### config.mk
export PLATFORM = sky130hd
export DESIGN_NAME = icache_line_adaptor
export DESIGN_NICKNAME = d
export VERILOG_FILES = /design/src/rtl/icache_line_adaptor.sv
export SDC_FILE = /design/constraint.sdc
export NUM_CORES = 1
export LEC_CHECK = 0
export CAP_MARGIN = 10
export CORE_MARGIN = 2
export CORE_UTILIZATION = 49
export DETAILED_ROUTE_END_ITERATION = 6
export PLACE_DENSITY = 0.9
export SLEW_MARGIN = 20
export SYNTH_ARGS = -nofsm -noshare
export SYNTH_HDL_FRONTEND = slang
export SYNTH_SLANG_ARGS = --single-unit
### constraint.sdc
create_clock -name clk -period 5.3 [get_ports clk]
set_clock_uncertainty 0.1 [all_clocks]
set_input_delay 0.53 -clock clk [delete_from_list [all_inputs] [get_ports clk]]
set_output_delay 0.53 -clock clk [all_outputs]
set_load 0.1 [all_outputs]
### src/rtl/icache_line_adaptor.sv
// Line-fill adaptor between the instruction cache and a 64-bit read-burst memory bus.
// Optional next-line prefetch buffer enabled by defining ICACHE_NEXTLINE_PREFETCH_EN.

module icache_line_adaptor #(
   parameter int unsigned LINE_BITS = 256,
   parameter int unsigned BEAT_BITS = 64,
   parameter int unsigned COOLDOWN  = 2
) (
   input  logic                 clk,
   input  logic                 rst_n,
   input  logic [31:0]          line_address,
   input  logic                 line_read,
   output logic [LINE_BITS-1:0] line_rdata,
   output logic                 line_resp,
   output logic [31:0]          burst_address,
   output logic                 burst_read,
   input  logic [BEAT_BITS-1:0] burst_rdata,
   input  logic                 burst_resp
);

   localparam int unsigned BEATS = LINE_BITS / BEAT_BITS;
   localparam int unsigned BeatW = (BEATS > 1) ? $clog2(BEATS) : 1;
   localparam int unsigned CoolW = (COOLDOWN > 1) ? $clog2(COOLDOWN) : 1;
   localparam logic [BeatW-1:0] LastBeat = BeatW'(BEATS - 1);
   localparam logic [CoolW-1:0] CoolLast = CoolW'((COOLDOWN > 0) ? COOLDOWN - 1 : 0);

`ifdef ICACHE_NEXTLINE_PREFETCH_EN
   typedef enum logic [2:0] {StIdle, StBurst, StResp, StCool, StPf} state_e;
`else
   typedef enum logic [1:0] {StIdle, StBurst, StResp, StCool} state_e;
`endif

   state_e               state_q, state_d;
   logic [31:0]          addr_q, addr_d;
   logic [BeatW-1:0]     beat_cnt_q, beat_cnt_d;
   logic [CoolW-1:0]     cool_cnt_q, cool_cnt_d;
   logic [LINE_BITS-1:0] line_q, line_d;
   logic [31:0]          aligned_addr;
   logic                 last_beat;
   logic                 cool_done;
   logic                 unused_addr_bits;

`ifdef ICACHE_NEXTLINE_PREFETCH_EN
   logic [LINE_BITS-1:0] pf_line_q, pf_line_d;
   logic                 pf_valid_q, pf_valid_d;
`endif

   assign aligned_addr     = {line_address[31:5], 5'b0};
   assign unused_addr_bits = ^line_address[4:0];
   assign last_beat        = (beat_cnt_q == LastBeat);

   function automatic logic [LINE_BITS-1:0] merge_beat(input logic [LINE_BITS-1:0] base,
                                                       input logic [BeatW-1:0]     idx,
                                                       input logic [BEAT_BITS-1:0] beat);
      logic [LINE_BITS-1:0] res;
      res = base;
      // Beat 0 occupies the least-significant slice of the line.
      for (int unsigned i = 0; i < BEATS; i++) begin
         if (idx == BeatW'(i)) begin
            res[i*BEAT_BITS +: BEAT_BITS] = beat;
         end
      end
      return res;
   endfunction

   always_comb begin
      state_d    = state_q;
      addr_d     = addr_q;
      beat_cnt_d = beat_cnt_q;
      cool_cnt_d = cool_cnt_q;
      line_d     = line_q;
      cool_done  = 1'b0;
`ifdef ICACHE_NEXTLINE_PREFETCH_EN
      pf_line_d  = pf_line_q;
      pf_valid_d = pf_valid_q;
`endif
      unique case (state_q)
         StIdle: begin
            if (line_read) begin
`ifdef ICACHE_NEXTLINE_PREFETCH_EN
               pf_valid_d = 1'b0;
               // After a prefetch completes, addr_q is the buffer's tag.
               if (pf_valid_q && (aligned_addr == addr_q)) begin
                  line_d  = pf_line_q;
                  state_d = StResp;
               end else begin
                  addr_d     = aligned_addr;
                  beat_cnt_d = '0;
                  state_d    = StBurst;
               end
`else
               addr_d     = aligned_addr;
               beat_cnt_d = '0;
               state_d    = StBurst;
`endif
            end
         end
         StBurst: begin
            if (burst_resp) begin
               line_d     = merge_beat(line_q, beat_cnt_q, burst_rdata);
               beat_cnt_d = last_beat ? '0 : beat_cnt_q + 1'b1;
               if (last_beat) begin
                  state_d = StResp;
               end
            end
         end
         StResp: begin
            if (COOLDOWN == 0) begin
               cool_done = 1'b1;
            end else begin
               cool_cnt_d = '0;
               state_d    = StCool;
            end
         end
         StCool: begin
            if (cool_cnt_q == CoolLast) begin
               cool_done = 1'b1;
            end else begin
               cool_cnt_d = cool_cnt_q + 1'b1;
            end
         end
`ifdef ICACHE_NEXTLINE_PREFETCH_EN
         StPf: begin
            if (burst_resp) begin
               pf_line_d  = merge_beat(pf_line_q, beat_cnt_q, burst_rdata);
               beat_cnt_d = last_beat ? '0 : beat_cnt_q + 1'b1;
               if (last_beat) begin
                  pf_valid_d = 1'b1;
                  state_d    = StIdle;
               end
            end
         end
`endif
         default: state_d = StIdle;
      endcase

      if (cool_done) begin
`ifdef ICACHE_NEXTLINE_PREFETCH_EN
         addr_d     = addr_q + 32'd32;
         beat_cnt_d = '0;
         state_d    = StPf;
`else
         state_d    = StIdle;
`endif
      end
   end

   always_ff @(posedge clk or negedge rst_n) begin
      if (!rst_n) begin
         state_q    <= StIdle;
         addr_q     <= '0;
         beat_cnt_q <= '0;
         cool_cnt_q <= '0;
         line_q     <= '0;
`ifdef ICACHE_NEXTLINE_PREFETCH_EN
         pf_line_q  <= '0;
         pf_valid_q <= 1'b0;
`endif
      end else begin
         state_q    <= state_d;
         addr_q     <= addr_d;
         beat_cnt_q <= beat_cnt_d;
         cool_cnt_q <= cool_cnt_d;
         line_q     <= line_d;
`ifdef ICACHE_NEXTLINE_PREFETCH_EN
         pf_line_q  <= pf_line_d;
         pf_valid_q <= pf_valid_d;
`endif
      end
   end

   assign line_resp     = (state_q == StResp);
   assign line_rdata    = line_q;
   assign burst_address = addr_q;
`ifdef ICACHE_NEXTLINE_PREFETCH_EN
   assign burst_read    = (state_q == StBurst) || (state_q == StPf);
`else
   assign burst_read    = (state_q == StBurst);
`endif

endmodule
Word level (Yosys, flattened, before mapping)
Index checks and enable logic that the tools add are counted.

word-level totals
  bits in writable memories = 0
  memories kept = 0
  output and inout port bits = 290
  bits in latches = 0
  register bits after elaboration = 288
  bits in read-only memories = 0

cells by class
  eq/ne operators = 11
  divide/modulo/power cells = 0
  magnitude comparators = 0
  add/sub/neg operators = 2
  bitwise logic cells = 0
  mux-type cells = 13
  reductions and logical operators = 12
  $mul = 0
  shifts and indexed selects = 0

operator list
  operator             count
  $reduce_and 3->1     5
  $mux 2               7
  $eq 2x2->1 const B   4
  $ne 3x1->1 const B   2
  $pmux 2 s3           1
  $eq 2x1->1 const B   2
  $logic_not 2->1      2
  $pmux 2 s2           1
  $reduce_and 4->1     1
  $reduce_bool 2->1    2
  $reduce_bool 4->1    1
  $mux 1               3
  $ne 3x3->1 const B   1
  $add 2x1->2 const B  1
  $ne 2x1->1 const B   1
  $ne 2x2->1 const B   1
  $pmux 1 s2           1
  $reduce_and 2->1     1
  $add 1x1->1 const B  1

Depth between registers and ports, before layout
  depth after elaboration = 5
  gate-level depth with buffers = 6
  depth with buffers taken out = 5

Worst setup path before layout
OpenSTA, ideal clock, no wires.

  path kind = reg-to-reg
  start point = register state_q[1]
  end point = register line_q[192], in the netlist line_rdata[192]
  path slack = 2.822 ns
  stages on the path, launching flop included = 7
  arrival = 2.250 ns
  clock period less this slack = 2.478 ns
  buffers on the path = 2
  cell sequence = dfrtp_1 inv_1 ha_1 buf_4 nand3_4 buf_6 mux2_1

on the way
  longest elaborated chain between the ends = 2

RTL lines
  what                        line  source
  start: declaration          33    state_e state_q, state_d;
  start signal: assignment    150   state_q <= StIdle;
  start signal: assignment    160   state_q <= state_d;
  $eq 2x1->1                  -
  via burst_read              16    output logic burst_read,
  $reduce_and 3->1 (no line)  -
  end signal: assignment      164   line_q <= line_d;
  end: declaration            37    logic [LINE_BITS-1:0] line_q, line_d;

The timed path passes the listed nets, and every way through them passes these cells.
A chain may end at the register's enable or synchronous reset.

Final worst setup path
  start point = register state_q[1]
  end point = output port burst_read

on the way
  longest elaborated chain between the ends = 1

RTL lines
  what              line  source
  $eq 2x1->1        178   assign burst_read = (state_q == StBurst);
  end: declaration  16

Every way passes these cells.

==> impl_results.md <==
* Status: complete, but fails checks
* Failing checks: hold timing
* Crit Reg-Reg Startpoint: state_q[1]
* Die width at ~150 µm
* R2R cell count at 4
* Max clock buf depth at 3
* CTS Sinks at 288
* Cell Area, Synth at roughly 0.011 mm²
* Adder-Cell Fraction of Synth Area at 0.0102
* Clock Latency Late Sink at 520 ps
* Fmax at 0.285 GHz
* Synth Area in XOR/XNOR at 0
* Post-CTS Setup Inserts at 0
* Final Util at 0.722
* Fillers at 1366
* Layout cells sized above 1 at 0.302
* Port bufs at 379
* Post-Route WL at around 28 mm
* Root Driver: clkbuf_16
* Register area at 0.00721 mm²
* Ys Warns at 0
* Gr usage total at 0.236
* Max-slew violation count at 0
* Max_cap viols at 0
* Area Growth Syn to Fin at 43.9%
* Vias post-DR at 6903
* Avg Cell Area, Syn at 17.1 µm²
* Pre-CTS setup slack at 2070 ps
* Final Hold Fails at 37
* Reg2reg end: line_rdata[55]
* Slew margin rel. at 0.278
* Starting Density at 0.502
* Sequential share of the synthesized area at 0.654
* RD Place Congestion at a little over 0.8
* # hold bufs at CTS at 0
* Worst Setup Path Type: reg2out
* PnR worst setup slack at 1790 ps
* Final setup fails at 0
* Syn Inst Count at between 600 and 700
* Compound-Gate Fraction of Synth Area at 0.00499
* CP startpoint: state_q[1]
* First-pass GRT wire length at 43.8 mm
* CP Launch Type: flop
* Worst EP required at 4670 ps
* Antenna Violating Nets Remaining at 0
* Total die area at 0.0237 mm²
* Flop and latch count out of synthesis at 288
* Worst min-delay path category: in2async
* CTS tree: yes
* RSZ-0062 raised after global routing: false
* Worst path bufs/invs at 2
* Grt ovf at 0
* Site Rows at between 50 and 60
* Final period utilization at 0.662
* Inserted Diodes at 0
* Worst Tran Pin Value at 1080 ps
* Max stage delay on crit path at 1300 ps
* DRT iter0 DRCs at 233
* Top Family by Delay on Critical Path: buffers and inverters
* Worst Path Arrival at 2880 ps
* Most frequent cells in the layout: clkdlybuf4s50_1, dfrtp_1, mux2_2
* Setup TNS at 0 ps
* Core area at about 0.022 mm²
* DRC at 0
* Largest net degree at the start of global routing at 120
* CP max-delay cell: clkdlybuf4s50_1
* Simple-Gate Fraction of Synth Area at 0.0116
* Post-synthesis mux area share at 0.291
* Netlist cell types at 22
* Largest family of logic cells by synthesized area: multiplexers
* Routed wire per std cell at about 21 µm
* 1st-pass router iterations at 4
* Flop2flop setup slack at 2430 ps
* HPWL after DPL at 18.7 mm
* Area of the multi-input gates at 0.00352 mm²
* Maximum fanout along the worst path at 9
* Via/cell ratio at 5.19
* Commonest non-fill, non-tap cell in the layout: clkdlybuf4s50_1
* Number of global-route vias before repair at 7590
* Htree depth at 1
* Clock Pin Slew Worst Setup and Hold Paths at 60 ps
* Crit. End Element: primary output
* WHS at -26.3 ps
* Post-CTS sizing at 0
* CP Cell Sequence: inv_1 -> ha_1 -> clkdlybuf4s50_1
* Nets at 1138
* Antenna violations before repair at 0
* Die height at 154 µm
* Ports at 390
* CTS buffer count at 29
* Fin crit period at 3510 ps
==> cells in the mapped netlist <==
cell | instances | area (µm²)
mux2i_1 | 2 | 20.0
ha_1 | 9 | 113
inv_1 | 5 | 18.8
nand2_2 | 1 | 6.26
mux2_1 | 23 | 259
a21o_1 | 1 | 7.51
nand3_4 | 4 | 70.1
buf_2 | 8 | 40.0
a31o_2 | 1 | 8.76
dfrtp_1 | 288 | 7210
nand2_1 | 5 | 18.8
a22oi_1 | 1 | 7.51
buf_4 | 7 | 52.6
buf_6 | 18 | 203
nand2b_1 | 3 | 18.8
conb_1 | 1 | 3.75
o2bb2ai_1 | 1 | 8.76
nor3b_1 | 1 | 7.51
nor2b_1 | 1 | 6.26
mux2_2 | 260 | 2930
a22o_1 | 2 | 17.5
o21ai_0 | 1 | 5.00
==> layer usage <==
metal | track usage | vias to the layer above | wire [µm]
met1 | 0.272 | 3549 | 10500
met4 | 0.0819 | 0 | 942
met3 | 0.0634 | 61 | 2000
li1 | - | 3035 | -
met2 | 0.425 | 258 | 14600
met5 | 0 | - | 0
==> worst max-delay path by stage <==
stage                      endpoint  slack [ps]  cells past startpoint
floorplan           line_rdata[192]        2820                      6
global placement     line_rdata[55]        2130                      3
detailed placement   line_rdata[55]        2070                      3
CTS                      burst_read        1800                      3
global route             burst_read        1720                      3
finish                   burst_read        1790                      3
==> cell families (layout without fill, tap and decap cells) <==
group	count (synthesis)	in the layout
other	1	5
AND/OR/NAND/NOR	15	15
flip-flops	288	288
AO/OA/AOI/OAI	7	7
adder cells (fa/ha/maj)	9	9
buffers and inverters	38	440
multiplexers	285	285
==> cell type report <==
class / count / area share
clock buffers: 42 / 0.0532
inverters: 5 / 0.00118
repair buffers: 384 / 0.243
well taps: 280 / 0.0221
multi-input cells: 321 / 0.222
clock inverters: 9 / 0.00457
flip-flops and latches: 288 / 0.454
==> registers in the layout, summed over array words and instances, names as in the netlist <==
register / flops
beat_cnt_q: 2
burst_address: 27
cool_cnt_q: 1
line_rdata: 256
state_q: 2
==> metrics by stage <==
step | area (µm²) | instances
after global placement | 14900 | 1278
after CTS | 15900 | 1329
after detailed placement | 14900 | 1278
after floorplan | 11000 | 647
after global routing | 15900 | 1329
final | 15900 | 1329
Power is left out: the tool's default activity adds up to more than one toggle a clock period on the data nets, which glitch-free logic cannot reach.
